### src/rtl/sr_ctrl.sv
// Command-driven 8-bit (W-bit) rotating pattern sequencer on a single clock.
// A LOAD/ROT/NOP handshake drives a pattern register stepped by an internal clock-enable tick.
module sr_ctrl #(
  parameter int unsigned  N    = 20,
  parameter int unsigned  W    = 8,
  parameter logic [W-1:0] INIT = W'(8'h01)
) (
  input  logic         clk,
  input  logic         rst,
  input  logic         cmd_valid,
  output logic         cmd_ready,
  input  logic [1:0]   cmd_op,
  input  logic [W-1:0] cmd_arg,
  input  logic         halt,
  output logic [W-1:0] data,
  output logic         busy,
  output logic         done
);

  typedef enum logic [0:0] {StIdle, StRun} state_e;

  typedef enum logic [1:0] {
    OpLoad = 2'b00,
    OpRotL = 2'b01,
    OpRotR = 2'b10,
    OpNop  = 2'b11
  } op_e;

  state_e state_q, state_d;

  logic [W-1:0] data_q, data_d;
  logic [W-1:0] rem_q, rem_d;
  logic [N-1:0] pcnt_q, pcnt_d;
  logic         dir_q, dir_d;
  logic         done_q, done_d;

  logic         accept;
  logic         rot_op;
  logic         rot_start;
  logic         tick;
  logic         last_step;
  logic [W-1:0] rot_left;
  logic [W-1:0] rot_right;

  assign accept    = cmd_valid && (state_q == StIdle);
  assign rot_op    = (cmd_op == OpRotL) || (cmd_op == OpRotR);
  assign rot_start = accept && rot_op && (cmd_arg != '0);
  // pcnt only counts in RUN, so all-ones can never be seen while idle.
  assign tick      = (pcnt_q == '1);
  assign last_step = (rem_q == W'(1));
  assign rot_left  = {data_q[W-2:0], data_q[W-1]};
  assign rot_right = {data_q[0], data_q[W-1:1]};

  // State register
  always_ff @(posedge clk) begin
    if (rst) begin
      state_q <= StIdle;
    end else begin
      state_q <= state_d;
    end
  end

  // Next-state logic
  always_comb begin
    state_d = state_q;
    unique case (state_q)
      StIdle: begin
        if (rot_start) begin
          state_d = StRun;
        end
      end
      StRun: begin
        if (halt || (tick && last_step)) begin
          state_d = StIdle;
        end
      end
    endcase
  end

  // Outputs decode the registered state only
  always_comb begin
    cmd_ready = (state_q == StIdle);
    busy      = (state_q == StRun);
    data      = data_q;
    done      = done_q;
  end

  // Datapath next-state
  always_comb begin
    data_d = data_q;
    rem_d  = rem_q;
    dir_d  = dir_q;
    pcnt_d = '0;
    done_d = 1'b0;
    unique case (state_q)
      StIdle: begin
        if (accept) begin
          case (cmd_op)
            OpLoad: begin
              data_d = cmd_arg;
              done_d = 1'b1;
            end
            OpRotL, OpRotR: begin
              if (cmd_arg == '0) begin
                done_d = 1'b1;
              end else begin
                rem_d = cmd_arg;
                dir_d = (cmd_op == OpRotR);
              end
            end
            default: begin
              done_d = 1'b1;
            end
          endcase
        end
      end
      StRun: begin
        // halt wins over a coincident tick: no step, no done
        if (!halt) begin
          pcnt_d = pcnt_q + N'(1);
          if (tick) begin
            data_d = dir_q ? rot_right : rot_left;
            rem_d  = rem_q - W'(1);
            done_d = last_step;
          end
        end
      end
    endcase
  end

  // Datapath registers
  always_ff @(posedge clk) begin
    if (rst) begin
      data_q <= INIT;
      rem_q  <= '0;
      pcnt_q <= '0;
      dir_q  <= 1'b0;
      done_q <= 1'b0;
    end else begin
      data_q <= data_d;
      rem_q  <= rem_d;
      pcnt_q <= pcnt_d;
      dir_q  <= dir_d;
      done_q <= done_d;
    end
  end

endmodule

### config.mk
export PLATFORM = sky130hd
export DESIGN_NAME = sr_ctrl
export DESIGN_NICKNAME = d
export VERILOG_FILES = /design/src/rtl/sr_ctrl.sv
export SDC_FILE = /design/constraint.sdc
export NUM_CORES = 1
export LEC_CHECK = 0
export ABC_CLOCK_PERIOD_IN_PS = 3200
export BUFFER_PORTS_ARGS = -buffer_cell sky130_fd_sc_hd__buf_2
export CAP_MARGIN = 20
export CORE_MARGIN = 2
export CORE_UTILIZATION = 62
export DETAILED_ROUTE_END_ITERATION = 12
export PLACE_DENSITY = 0.87
export SLEW_MARGIN = 5
export SYNTH_ARGS = -nofsm -noshare
export SYNTH_HDL_FRONTEND = slang
export SYNTH_SLANG_ARGS = --single-unit
### constraint.sdc
create_clock -name clk -period 3.2 [get_ports clk]
set_clock_uncertainty 0.2 [all_clocks]
set_input_delay 0.16 -clock clk [delete_from_list [all_inputs] [get_ports clk]]
set_output_delay 0.16 -clock clk [all_outputs]
set_load 0.1 [all_outputs]
==> results.md, run 1 <==
- The library cell used most frequently in the layout, excluding fill and tap cells, is sky130_fd_sc_hd__nor2_1.
- The maximum fanout along the worst path is 8.
- The total iterations of the first detailed-routing run is 5.
- For the pin with the worst max-slew slack, the measured transition is between 0.6 and 0.7 ns.
- The most used flip-flop cell after synthesis is sky130_fd_sc_hd__dfxtp_1.
- The signal on the critical path passes through ha_1, nand3_1, nor3_4, nand2_1, or4_1, a21oi_1, dlygate4sd3_1.
- The CTS tree is done.
- Yosys printed 0 warnings.
- The die is between 60 and 70 µm tall.
- The worst stage delay on the critical path is 0.56 ns.
- Of the cells placed in the final design, the portion with a size suffix greater than 1 is 16.2%.
- In this run the count of I/O pins placed on the die edge is 25.
- Once layout is complete, the utilization of the core stands at 71.0%.
- The number of cells on the worst reg-to-reg path is 7.
- The mapped netlist covers approximately 2100 µm².
- At the worst endpoint, the arrival time is 2.85 ns.
- The DRC marker count from the first detailed-route iteration is about 110.
- The number of synthesized flops with an enable pin is 0.
- The mean routed wirelength per cell is 12.8 µm.
- For the final routed database, the setup TNS stands at 0 ns.
- The leakage power of the design is just under 0.9 nW.
- The half-perimeter wire length after detailed placement is slightly below 3 mm.
- The number of instances resized during post-cts repair is 0.
- The number of nets in the synthesized netlist is ~260.
- The placer congestion estimate is a little over 0.8.
- The top cell types in the final layout, fill and taps aside, are 48 x sky130_fd_sc_hd__nor2_1, 39 x sky130_fd_sc_hd__dfxtp_1, 24 x sky130_fd_sc_hd__buf_2.
- The tool flagged a number of max-cap violations equal to 0.
- The leading area contributor after synthesis is sky130_fd_sc_hd__dfxtp_1.
- The hold-fix buffer count after cts is 6.
- Among all stages on the critical path, the largest delay is contributed by sky130_fd_sc_hd__dlygate4sd3_1.
- The kind of cell with the highest combined delay on the critical path is simple AND/OR/NAND/NOR gates.
- Setup repair after global routing left no endpoint under its margin.
- Counting flops and latches in the post-synthesis netlist gives 39.
- The startpoint identified for the worst hold timing path is cmd_arg[0].
- The clock-pin slew on the worst setup and hold paths is between 0.1 and 0.15 ns.
- The die covers between 3000 and 4000 µm².
- For this run, asynchronously set or reset flops after synthesis account for 0%.
- The worst hold path terminates at data[0].
- By area the synthesized netlist is led by sky130_fd_sc_hd__dfxtp_1 38%, sky130_fd_sc_hd__mux2i_1 9.2%, sky130_fd_sc_hd__nor2_1 8.7%.
- The final max-slew violation count is 0.
- The initial standard-cell utilization of the core is 63.2%.
- Counting every instance in the synthesized netlist gives between 200 and 250.
- Of the available clock period, the critical path in the final layout requires about 85%.
- The path type of the worst setup path is flip-flop to flip-flop.
- The post-synthesis cell type count is 38.
- The number of hold violations in the final report is 0.
- From synthesis to final layout, the design area changed by 12.3%.
- The setup check on the worst reg-to-reg path leaves a slack of between 0.4 and 0.5 ns.
- The total setup violations reported at the end of the flow is 0.
- The worst pin sits at a relative slew slack of between 50 and 60%.
- The cell at the root of the clock tree is sky130_fd_sc_hd__clkbuf_4.
- The diode insertion count for antenna repair is 0.
- Together, buffers and inverters on the worst path number 1.
- The worst hold path belongs to the class input port to flip-flop.
- The latest clock arrival within the worst-skew pair is 0.37 ns.
- The endpoint type of the worst setup path is a flip-flop.
- Once detail routing completed, the nets flagged for antenna violations numbered 0.
- The run finished with clean final reports.
- Dividing total power by cell area gives a power density of 452 nW/µm².
- The hold path depth is 4.
- The width of the die is around 62 µm.
- In this run the number of H-tree levels came out at 2.
- In this run the tool buffered the top-level ports with 24 buffer cells.
- The fmax is around 370 MHz.
- The core region area is 3280 µm².
- The reg-to-reg endpoint is done.
- The area share of the leading cell type in the synthesized netlist is between 30% and 40%.
- The post-route minimum period is 2.73 ns.
- OpenSTA, run right after detailed placement, puts the worst setup slack at 0.960 ns.
- STA classifies the critical path startpoint as a flip-flop.
- The total track usage is approximately 22%.
- The synthesized area per cell is about 8.5 µm².
- The number of CTS-inserted buffers is 5.
- The worst vdd rail ir drop is 0.000375 V.
- The required time of the worst setup path is about 3.3 ns.
- The CTS sink count is 39.
- Counting along the longest clock path gives a buffer depth of 2.
- The post-CTS setup repair buffer count is 0.
- Entering global routing, the biggest net connects 24 pins.
- The worst reg2reg path startpoint is pcnt_q[0].
- The number of antenna violations at the first check in global routing is 0.
- Summed over all layers, the global routing overflow is 0.
- The final layout contains just under 300 nets.
- The via count is 1738.
- The number of global-route vias before repair came to 1507.
- The sequential share of the synthesized area is a little under two fifths.
- Setup slack closes at between 0.4 and 0.5 ns.
- In the routed layout, each cell is associated on average with a via count of 5.48.
- For this block, the routed nets add up to slightly above 4 mm of wire.
- The row count is 21.
- The number of remaining DRC errors is 0.
- The first global-routing pass estimated between 6 and 7 mm of wire.
==> sequential cells by signal, summed over array words and instances, names as in the netlist <==
register / count
pcnt_q: 20
dir_q: 1
done: 1
busy: 1
data: 8
rem_q: 8
==> stage by stage <==
step	instance area, µm²	hold WS [ns]	std cells	power, W
final	2330	0.0115	317	0.00105
after floorplan	2080	0.145	243	0.000673
after detailed placement	2190	0.264	303	0.000706
after CTS	2330	0.00177	317	0.00107
after global routing	2330	0.0302	317	0.00110
after global placement	2190	0.245	303	0.000702
==> worst max path at each step <==
stage                    from      end  slack [ns]  depth (start not counted)
floorplan                busy     done        0.30                          5
global placement    pcnt_q[0]  data[0]        1.02                          6
detailed placement       busy  data[0]        0.96                          6
CTS                 pcnt_q[0]     done        0.46                          7
global route        pcnt_q[0]     done        0.31                          7
finish              pcnt_q[0]     done        0.47                          7
==> final cells by class <==
class / count / area (µm²)
clock buffers: 6 / 51.3
inverters: 13 / 48.8
multi-input cells: 180 / 1170
well taps: 46 / 57.6
flip-flops and latches: 39 / 781
fillers: 251 / 952
repair buffers: 31 / 188
clock inverters: 2 / 35.0
==> Yosys cell counts (2+ instances only) <==
library cell / instances
sky130_fd_sc_hd__ha_1: 5
sky130_fd_sc_hd__o21ai_0: 4
sky130_fd_sc_hd__xor2_1: 11
sky130_fd_sc_hd__clkbuf_8: 2
sky130_fd_sc_hd__nor2b_1: 3
sky130_fd_sc_hd__nor4_1: 2
sky130_fd_sc_hd__mux2i_1: 19
sky130_fd_sc_hd__o32ai_1: 3
sky130_fd_sc_hd__nand4_1: 6
sky130_fd_sc_hd__nand2b_1: 4
sky130_fd_sc_hd__buf_6: 2
sky130_fd_sc_hd__or3_1: 4
sky130_fd_sc_hd__xnor2_1: 7
sky130_fd_sc_hd__nor2_1: 48
sky130_fd_sc_hd__nand2_1: 13
sky130_fd_sc_hd__nand3_1: 8
sky130_fd_sc_hd__inv_1: 13
sky130_fd_sc_hd__nor3_1: 5
sky130_fd_sc_hd__or2_2: 3
sky130_fd_sc_hd__dfxtp_1: 39
sky130_fd_sc_hd__clkbuf_1: 7
sky130_fd_sc_hd__a21oi_1: 18
sky130_fd_sc_hd__a211o_1: 2
==> cells by family after synthesis <==
kind of cell / synth area share, %
compound gates: 10.9
xor+xnor: 7.59
fa+ha+maj: 3.01
buf+inv: 6.02
flops: 37.6
mux: 9.16
simple gates: 25.7
==> where the power goes <==
group	internal [W]	total (W)	leakage, nW	switching [W]
clock	0.000185	0.000352	0.0482	0.000167
combinational	0.0000622	0.000187	0.521	0.000125
sequential	0.000499	0.000515	0.316	0.0000159
==> layer usage <==
layer  wire length (µm)  part of all wire [%]  track usage (%)  up-vias
met5                  0                     0                0        -
met4                 59                   1.5             7.60        0
met3                171                   4.2             7.04        7
met2               2030                    50             38.6       38
met1               1790                    44             26.0      808
li1                   -                     -                -      885
==> worst reg2reg max path: cells and delay by family (launching register included) <==
kind	cells	cell delay (ns)
flip-flops	1	0.39
AO/OA/AOI/OAI	1	0.15
buffers and inverters	1	0.56
AND/OR/NAND/NOR	4	1.20
adder cells (fa/ha/maj)	1	0.20
Note: power is estimated with default switching activity, not from simulation.
==> inputs of run 2 (changes only) <==
--- a/config.mk
+++ b/config.mk
@@ -5,13 +5,14 @@
 export SDC_FILE = /design/constraint.sdc
 export NUM_CORES = 1
 export LEC_CHECK = 0
+export ABC_AREA = 1
 export ABC_CLOCK_PERIOD_IN_PS = 3200
 export BUFFER_PORTS_ARGS = -buffer_cell sky130_fd_sc_hd__buf_2
 export CAP_MARGIN = 20
 export CORE_MARGIN = 2
-export CORE_UTILIZATION = 62
+export CORE_UTILIZATION = 63
 export DETAILED_ROUTE_END_ITERATION = 12
-export PLACE_DENSITY = 0.87
+export PLACE_DENSITY = 0.88
 export SLEW_MARGIN = 5
 export SYNTH_ARGS = -nofsm -noshare
 export SYNTH_HDL_FRONTEND = slang
==> run 2 against run 1 <==
Compared with the run above: register-to-register slack improved by 0.68 ns; critical path depth unchanged; global-route usage is 5.3 points higher; via count grew 30%; total power shrank 3.2%; clock power shrank 25%; flip-flop and latch count unchanged; largest power group unchanged; worst hold slack gained 0.026 ns.
==> results.md, run 2 <==
- The cell at the root of the clock tree is sky130_fd_sc_hd__clkbuf_4 (unchanged).
- The total of buffers placed on input and output ports is 24 (unchanged).
- The maximum clock path buffer count was 2 (unchanged).
- The width of the die is 64.4 µm (was 61.9 µm).
- The total track usage came to 27.6% (was 22.3%).
- The most flop-heavy register is pcnt_q (unchanged).
- The CTS sink count came to 39 (unchanged).
- The number of instances resized during post-cts repair is 0 (unchanged).
- The remaining antenna violation count after routing is 0 (unchanged).
- The fmax came to 439 MHz (was 367 MHz).
- The first-pass GRT wire length is 8.91 mm (was 6.24 mm).
- The half-perimeter wire length after detailed placement was 3.91 mm (was 2.89 mm).
- The count of nets after finishing is 405 (was 289).
- The worst vdd rail ir drop came to 0.000287 V (was 0.000375 V).
- The final max-slew violation count came to 0 (unchanged).
- The total design power was 0.00102 W (was 0.00105 W).
- The leakage power of the design was 1.10 nW (was 0.885 nW).
- The relative slew slack is 63.7% (was 56.1%).
- The ratio of routed vias to standard cells is 5.23 (was 5.48).
- The sum of negative setup slack is 0 ns (unchanged).
- The setup slack of the worst register-to-register path is 1.15 ns (was 0.47 ns).
- The depth of the worst register-to-register path is 10 (was 7).
- The row count was 21 (unchanged).
- The required time of the worst setup path came to 3.27 ns (was 3.32 ns).
- The path type of the worst setup path is input port to flip-flop (was flip-flop to flip-flop).
- The post-synthesis cell count came to 356 (was 243).
- Area contributors post-synth: sky130_fd_sc_hd__dfxtp_1 34%, sky130_fd_sc_hd__nand2_1 14%, sky130_fd_sc_hd__nor2_1 8.3% (was sky130_fd_sc_hd__dfxtp_1 38%, sky130_fd_sc_hd__mux2i_1 9.2%, sky130_fd_sc_hd__nor2_1 8.7%).
- The number of register bits inferred by synthesis is 39 (unchanged).
- The number of hold violations in the final report is 0 (unchanged).
- The total I/O pin count is 25 (unchanged).
- The most common cell after layout, fill and taps aside is sky130_fd_sc_hd__nand2_1 (was sky130_fd_sc_hd__nor2_1).
- Unrepaired setup endpoints after global routing: no (unchanged).
- Status: complete, no violations (unchanged).
- The clock-pin slew on the worst setup and hold paths is 0.12 ns (was 0.13 ns).
- The max-cap check violation count is 0 (unchanged).
- The endpoint type of the worst setup path is a flip-flop (unchanged).
- The most used flip-flop cell after synthesis is sky130_fd_sc_hd__dfxtp_1 (unchanged).
- The number of CTS-inserted buffers is 5 (unchanged).
- The latest clock arrival within the worst-skew pair came to 0.37 ns (about the same).
- The startpoint of the tightest hold check path was cmd_op[1] (was cmd_arg[0]).
- The mean routed wirelength per cell is 12.1 µm (was 12.8 µm).
- The sort of element at the start of the critical path is an input port (was flip-flop).
- The synthesized area per cell is 6.45 µm² (was 8.55 µm²).
- The number of warnings reported in the yosys synthesis log came to 0 (unchanged).
- The worst reg2reg path startpoint is pcnt_q[0] (unchanged).
- The area share of the leading cell type in the synthesized netlist is 34.0% (was 37.6%).
- The via count is 2265 (was 1738).
- The fraction of final layout cells with drive strength greater than 1 is 16.0% (was 16.2%).
- The initial standard-cell utilization of the core is 67.3% (was 63.2%).
- The mapped cell area is 2300 µm² (was 2080 µm²).
- The core region area is 3420 µm² (was 3280 µm²).
- The die boundary height was 64.4 µm (was 61.9 µm).
- The reg-to-reg endpoint is data[7] (was done).
- The final worst-path cycle share was 71.2% (was 85.2%).
- The worst endpoint data arrival time is 2.35 ns (was 2.85 ns).
- The post-route minimum period is 2.28 ns (was 2.73 ns).
- The aggregate routed wire length is 5.26 mm (was 4.04 mm).
- The post-synth net total is 375 (was 262).
- The class of the most critical hold timing path is input port to flip-flop (unchanged).
- The total power density per cell area is 402 nW/µm² (was 452 nW/µm²).
- Commonest non-fill, non-tap cells in the layout: 87 x sky130_fd_sc_hd__nand2_1, 51 x sky130_fd_sc_hd__nor2_1, 48 x sky130_fd_sc_hd__inv_1 (was 48 x sky130_fd_sc_hd__nor2_1, 39 x sky130_fd_sc_hd__dfxtp_1, 24 x sky130_fd_sc_hd__buf_2).
- The depth of the CTS H-tree was 2 (unchanged).
- The maximum fanout along the worst path was 19 (was 8).
- The sequential share of the synthesized area is 34.0% (was 37.6%).
- The actual transition at the worst max-transition pin is 0.541 ns (was 0.658 ns).
- The growth of design area from synthesis to finish is 10.6% (was 12.3%).
- The largest net degree at the start of global routing was 24 (unchanged).
- The total setup violations reported at the end of the flow is 0 (unchanged).
- The hold path endpoint was dir_q (was data[0]).
- The number of remaining DRC errors is 0 (unchanged).
- The placer congestion estimate came to 0.881 (was 0.828).
- Commonest cells in the synthesized netlist: 87 x sky130_fd_sc_hd__nand2_1, 51 x sky130_fd_sc_hd__nor2_1, 48 x sky130_fd_sc_hd__inv_1 (was 48 x sky130_fd_sc_hd__nor2_1, 39 x sky130_fd_sc_hd__dfxtp_1, 19 x sky130_fd_sc_hd__mux2i_1).
- The number of synthesized flops with an enable pin is 0 (unchanged).
- The proportion of synthesized flip-flops having asynchronous set or reset is 0% (unchanged).
- The DRC marker count from the first detailed-route iteration is 204 (was 105).
- The most common cell in the netlist is sky130_fd_sc_hd__nand2_1 (was sky130_fd_sc_hd__nor2_1).
- The diode insertion count for antenna repair is 0 (unchanged).
- The hold path depth is 4 (unchanged).
- The number of global-route vias before repair is 2016 (was 1507).
- The leading area contributor after synthesis is sky130_fd_sc_hd__dfxtp_1 (unchanged).
- The total iterations of the first detailed-routing run is 5 (unchanged).
- The flip-flop count of the largest register, all copies and words added is 20 (unchanged).
- The CTS tree is done (unchanged).
- The post-synthesis cell type count is 31 (was 38).
- The full die area is 4150 µm² (was 3830 µm²).
- The number of antenna violations at the first check in global routing came to 0 (unchanged).
- The overall overflow remaining after global route is 0 (unchanged).
==> run 2: per-stage QoR <==
step	setup WS, ns	hold WS [ns]	instances	instance area [µm²]	utilization (%)
after floorplan	0.204	0.0772	356	2300	-
after global placement	1.12	0.207	421	2440	71.5
after detailed placement	1.10	0.202	421	2440	71.5
after CTS	0.942	0.0297	433	2540	74.4
after global routing	0.741	0.0767	433	2540	74.4
final	0.920	0.0378	433	2540	74.4
==> run 2: repair_timing <==
action | CTS | global route
hold endpoints to repair | 4 | 0
hold buffers | 4 | 0
setup buffers | 0 | 0
==> run 2: worst max path at each step <==
stage / cells after the start / end / start
4_1_cts: 7 / pcnt_q[8] / rst
5_1_grt: 7 / pcnt_q[10] / rst
3_3_place_gp: 6 / pcnt_q[8] / rst
3_5_place_dp: 6 / pcnt_q[8] / rst
2_1_floorplan: 8 / data[2] / busy
6_report: 7 / pcnt_q[8] / rst
==> run 2: kinds of logic (layout without fill, tap and decap cells) <==
logic type                 count (synthesis)  count (layout)  synth area share, %
DFF                                       39              39                 34.0
xor gates and xnor gates                   1               1                0.381
and+or+nand+nor                          204             204                 41.1
adders and majority gates                  5               5                 2.72
buffers and inverters                     55              86                 9.75
AOI/OAI and AO/OA                         52              52                 12.0
==> run 2: metal layers <==
layer	GRT usage (%)	wire length (µm)	vias up
met5	0	0	-
met4	11.4	75	0
met3	4.58	244	11
met2	41.9	2330	60
met1	38.6	2610	1008
li1	-	-	1186
==> run 2: layout make-up <==
class / count / area [µm²]
clock buffers: 5 / 37.5
clock inverters: 3 / 20.0
fillers: 285 / 876
inverters: 49 / 184
multi-input cells: 262 / 1290
flip-flops and latches: 39 / 781
well taps: 46 / 57.6
repair buffers: 29 / 168
==> run 2: worst max-delay path, cell delays in order <==
cell and delay (ns):
sky130_fd_sc_hd__dlygate4sd3_1 0.52, sky130_fd_sc_hd__buf_2 0.12, sky130_fd_sc_hd__clkinv_1 0.43, sky130_fd_sc_hd__nand2_1 0.62
sky130_fd_sc_hd__inv_1 0.28, sky130_fd_sc_hd__o21ai_0 0.16, sky130_fd_sc_hd__a21oi_1 0.06
==> run 2: where the power goes <==
group,switching [W],internal (W),total (W)
registers,0.0000181,0.000504,0.000522
logic,0.000165,0.0000686,0.000234
clock network,0.000182,0.0000838,0.000265
total,0.000365,0.000656,0.00102
